==> src/rtl/serial_subtractor_64.sv <==
// serial_subtractor_64
//   Digit-serial subtractor: diff = a - b - borrow_in (mod 2^WIDTH), CHUNK bits
//   per clock. Operands enter over a valid/ready handshake; the result and its
//   borrow / signed-overflow / zero flags leave over a second valid/ready
//   handshake.
//
// Ports
//   clk        rising-edge clock
//   rst        asynchronous, active-high reset
//   in_valid   operands valid                 in_ready   block can accept operands
//   a          minuend   [WIDTH]              b          subtrahend [WIDTH]
//   borrow_in  borrow into bit 0
//   out_valid  result valid                   out_ready  consumer accepts result
//   diff       a - b - borrow_in [WIDTH]
//   borrow_out unsigned a < b + borrow_in     overflow   signed two's-complement overflow
//   zero       diff == 0
module serial_subtractor_64 #(
  parameter int WIDTH = 64,
  parameter int CHUNK = 8
) (
  input  logic             clk,
  input  logic             rst,
  input  logic             in_valid,
  output logic             in_ready,
  input  logic [WIDTH-1:0] a,
  input  logic [WIDTH-1:0] b,
  input  logic             borrow_in,
  output logic             out_valid,
  input  logic             out_ready,
  output logic [WIDTH-1:0] diff,
  output logic             borrow_out,
  output logic             overflow,
  output logic             zero
);

  localparam int N     = WIDTH / CHUNK;
  localparam int CNT_W = (N > 1) ? $clog2(N) : 1;
  localparam logic [CNT_W-1:0] LAST = CNT_W'(N - 1);

  generate
    if (WIDTH % CHUNK != 0) begin : g_bad_chunk
      $error("serial_subtractor_64: WIDTH must be a multiple of CHUNK");
    end
  endgenerate

  typedef enum logic [1:0] {IDLE, RUN, DONE} state_t;

  state_t           state;
  logic [WIDTH-1:0] a_q;       // shifts right one chunk per RUN edge
  logic [WIDTH-1:0] b_q;
  logic [WIDTH-1:0] res_q;     // working result, filled from the top
  logic             borrow_q;
  logic             a_msb_q;   // sign bits kept for the overflow flag
  logic             b_msb_q;
  logic [CNT_W-1:0] idx_q;

  logic [CHUNK:0]   step;      // {borrow, chunk difference}
  logic [WIDTH-1:0] res_next;

  // Subtract one chunk as x + ~y + ~bin; the borrow is the inverted carry.
  function automatic logic [CHUNK:0] sub_chunk(input logic [CHUNK-1:0] x,
                                                input logic [CHUNK-1:0] y,
                                                input logic             bin);
    logic [CHUNK:0] s;
    s = {1'b0, x} + {1'b0, ~y} + {{CHUNK{1'b0}}, ~bin};
    return {~s[CHUNK], s[CHUNK-1:0]};
  endfunction

  assign step     = sub_chunk(a_q[CHUNK-1:0], b_q[CHUNK-1:0], borrow_q);
  assign res_next = {step[CHUNK-1:0], res_q[WIDTH-1:CHUNK]};

  assign in_ready  = (state == IDLE);
  assign out_valid = (state == DONE);

  always_ff @(posedge clk or posedge rst) begin
    if (rst) begin
      state      <= IDLE;
      a_q        <= '0;
      b_q        <= '0;
      res_q      <= '0;
      borrow_q   <= 1'b0;
      a_msb_q    <= 1'b0;
      b_msb_q    <= 1'b0;
      idx_q      <= '0;
      diff       <= '0;
      borrow_out <= 1'b0;
      overflow   <= 1'b0;
      zero       <= 1'b0;
    end else begin
      unique case (state)
        IDLE: begin
          if (in_valid) begin
            a_q      <= a;
            b_q      <= b;
            borrow_q <= borrow_in;
            a_msb_q  <= a[WIDTH-1];
            b_msb_q  <= b[WIDTH-1];
            res_q    <= '0;
            idx_q    <= '0;
            state    <= RUN;
          end
        end
        // one chunk per edge, least significant first
        RUN: begin
          a_q      <= a_q >> CHUNK;
          b_q      <= b_q >> CHUNK;
          borrow_q <= step[CHUNK];
          res_q    <= res_next;
          idx_q    <= idx_q + 1'b1;
          if (idx_q == LAST) begin
            // output registers only change here, so they hold across the next RUN
            diff       <= res_next;
            borrow_out <= step[CHUNK];
            zero       <= ~|res_next;
            overflow   <= (a_msb_q ^ b_msb_q) & (res_next[WIDTH-1] ^ a_msb_q);
            state      <= DONE;
          end
        end
        DONE: begin
          if (out_ready) state <= IDLE;
        end
        default: state <= IDLE;
      endcase
    end
  end

endmodule

==> config.mk <==
export PLATFORM = sky130hd
export DESIGN_NAME = serial_subtractor_64
export DESIGN_NICKNAME = d
export VERILOG_FILES = /design/src/rtl/serial_subtractor_64.sv
export SDC_FILE = /design/constraint.sdc
export NUM_CORES = 1
export LEC_CHECK = 0
export CAP_MARGIN = 10
export CELL_PAD_IN_SITES_DETAIL_PLACEMENT = 0
export CELL_PAD_IN_SITES_GLOBAL_PLACEMENT = 1
export CORE_ASPECT_RATIO = 0.8
export CORE_MARGIN = 3
export CORE_UTILIZATION = 45
export CTS_BUF_LIST = sky130_fd_sc_hd__clkbuf_4 sky130_fd_sc_hd__clkbuf_8
export CTS_CLUSTER_SIZE = 25
export DETAILED_ROUTE_END_ITERATION = 6
export GPL_ROUTABILITY_DRIVEN = 0
export PLACE_DENSITY_LB_ADDON = 0.1
export SETUP_SLACK_MARGIN = 0.5
export SYNTH_ARGS = -nofsm -noshare
export SYNTH_HDL_FRONTEND = slang
export SYNTH_SLANG_ARGS = --single-unit
==> constraint.sdc <==
create_clock -name clk -period 19.55 [get_ports clk]
set_clock_uncertainty 0.15 [all_clocks]
set_input_delay 3.91 -clock clk [delete_from_list [all_inputs] [get_ports clk]]
set_output_delay 3.91 -clock clk [all_outputs]
set_load 0.02 [all_outputs]
==> impl_results.md <==
* Run status: completed
* Sw frac at 0.396
* Element type at the critical path end: register
* First-pass GRT wire length at roughly 47,000 µm
* PwrDens at between 150 and 200 mW/mm²
* Max-slew violation count at 0
* Synth Area per Inst at 9.45 µm²
* Syn. warnings at 0
* Vias in the first global route at about 9k
* Final non-filler cell total at about 1.7k
* Initial antenna violation count at 1
* Clock tree buffer depth at 3
* Reg-to-reg slack, setup at approximately 16 ns
* ANT nets after route at 0
* CTS tree: yes
* Vias at between 8k and 9k
* Commonest non-fill, non-tap cell in the layout: nand2_1
* Synth top area share at 0.585
* Period Utilization, post-route at 0.342
* Core area at ~0.024 mm²
* # resized after CTS at 0
* Synth top area cells: dfrtp_1 59%, nand2_1 13%, a31oi_1 6.5%
* # hold bufs at CTS at 0
* Total CTS buffers at 42
* Synth area leader: dfrtp_1
* Worst EP arrival at approximately 7 ns
* Die Area at around 0.027 mm²
* Total wire length at between 20,000 and 30,000 µm
* Vias/cell at approximately 5.2
* Syn-to-layout area delta at 27.0%
* Total power at ~0.0024 W
* Share of cells above drive strength 1 at 0.105
* # rows at 50
* Final Critical Period at around 6.7 ns
* Syn nets at roughly 1.3k
* Total global-route track usage at 0.218
* Io pins at roughly 200
* Starting Density at 0.466
* Max-cap violation count at 0
* Setup slack at placement at about 12 ns
* Synthesized instance count at approximately 1.2k
* CTS Root Buffer Type: clkbuf_8
* Starting DRC count in detailed routing at about 790
* Dpl hpwl at about 19,000 µm
* Synth async-reset ratio at 1.00
* Postcts setup bufs at 0
* Sequential share of power at 0.397
* Leak Pwr at 6.21 nW
* Worst slew margin at 0.290
* NetSw at 0.000961 W
* Clk sinks at approximately 260
* Die H at roughly 150 µm
* IR Drop Worst-Case VDD at about 0.13 mV
* Synthesized area at 0.0111 mm²
* RSZ-0062 raised after global routing: false
* Clock share of power at 0.197
* Hold WC Path Type: reg2reg
* Drt drc at 0
* CP Data Required Time at between 15 and 20 ns
* Top_reg_cell synth: dfrtp_1
* Commonest non-fill, non-tap cells in the layout: 374 x nand2_1, 259 x dfrtp_1, 201 x clkdlybuf4s50_1
* Die Span X at approximately 180 µm
* Grt ovf at 0
* WS Path Type: in2reg
* Sequential share of the synthesized area at 0.585
* H-tree depth at 2
* Slew @ Worst Pin at between 1 and 1.5 ns
* Final setup margin at 12.87 ns
* Worst skew pair latency at 0.55 ns
* Avg WL per Cell at between 15 and 20 µm
* Placed cell count at 1,609
* Gate power share at 0.406
* Critical path peak fanout at about 100
* Yosys reg bits at around 260
* Largest net degree at the start of global routing at 252
* Post-synth EDFFs at 0
* Setup TNS at 0 ns
* Achievable Freq at around 150 MHz
* Pint at about 0.0015 W
* Setup crit start kind: primary input
* Port Buf Inserts at about 200
* Final net count at between 1k and 1.5k
* Clk slew on worst S/H paths at 0.06 ns
* Post-synthesis cell type count at 36
* DR pass1 iterations at 5
* Core Util, Final at 0.592
* Fin. Hold Viols at 0
* Final setup violation count at 0
* Antenna Cells at 0
[routing by layer]
layer | GRT usage | wire [µm] | vias to the layer above
met5 | 0 | 13 | -
met4 | 0.0476 | 404 | 2
met3 | 0.0463 | 1750 | 40
met2 | 0.304 | 12100 | 240
met1 | 0.350 | 14700 | 4250
li1 | - | - | 4276
[sequential cells by signal, indices dropped and copies added, names as in the netlist]
register / cells
diff: 64
borrow_out: 1
state: 2
overflow: 1
idx_q: 3
b_msb_q: 1
borrow_q: 1
a_q: 64
a_msb_q: 1
zero: 1
b_q: 64
res_q: 56
[Yosys cell counts (4+ instances only)]
cell and n:
a31oi_1 115, buf_2 26, clkbuf_1 54, dfrtp_1 259
ha_1 9, inv_1 12, mux2_2 58, nand2_1 376
nand3_1 8, nand4_1 4, nor2_1 120, nor4_1 15
o21ai_0 81
[kinds of logic (layout without fill, tap and decap cells)]
group,Yosys count,after routing,synth area share
AOI/OAI and AO/OA,207,207,0.109
DFF,259,259,0.585
xor gates and xnor gates,6,6,0.00475
adders and majority gates,11,11,0.0138
and+or+nand+nor,535,535,0.191
muxes,59,59,0.0599
buffers and inverters,95,289,0.0362
[worst max-delay path: stages]
cell and delay, ns:
clkdlybuf4s50_1 0.54, and2_4 0.83, buf_4 0.87, nor2_1 0.20, a22oi_1 0.24, o21a_1 0.15, a31oi_1 0.04
[stage by stage]
step           hold slack (ns)  area (µm²)
4_1_cts                  0.355       14100
6_report                 0.348       14100
5_1_grt                  0.366       14100
3_3_place_gp             0.315       13200
3_5_place_dp             0.339       13200
2_1_floorplan            0.300       11100
[area by class of cell]
cell class                      count  area (µm²)
Inverter                           12        52.6
Clock inverter                      4        28.8
Sequential cell                   259        6480
Clock buffer                       65         820
Multi-Input combinational cell    818        4220
Tap cell                          312         390
Timing Repair Buffer              208        2080
Fill cell                        2137        9700
[worst paths after layout]
check | start | endpoint | depth (start not counted)
worst min-delay path | b_msb_q | b_msb_q | 2
worst max register to register | state[0] | borrow_q | 7
min in group asynchronous | rst | diff[19] | 2
worst max-delay path | in_valid | borrow_q | 7
worst min register to register | b_msb_q | b_msb_q | 2
max in group asynchronous | rst | diff[41] | 3
[power by group through the flow]
stage	combinational, W	clock (W)	sequential [W]
finish	0.000986	0.000478	0.000965
global route	0.00111	0.000517	0.000999
CTS	0.000995	0.000490	0.000965
detailed placement	0.000989	0	0.000971
global placement	0.000970	0	0.000968
floorplan	0.000617	0	0.000982
Power figures use the tool's default switching activity.
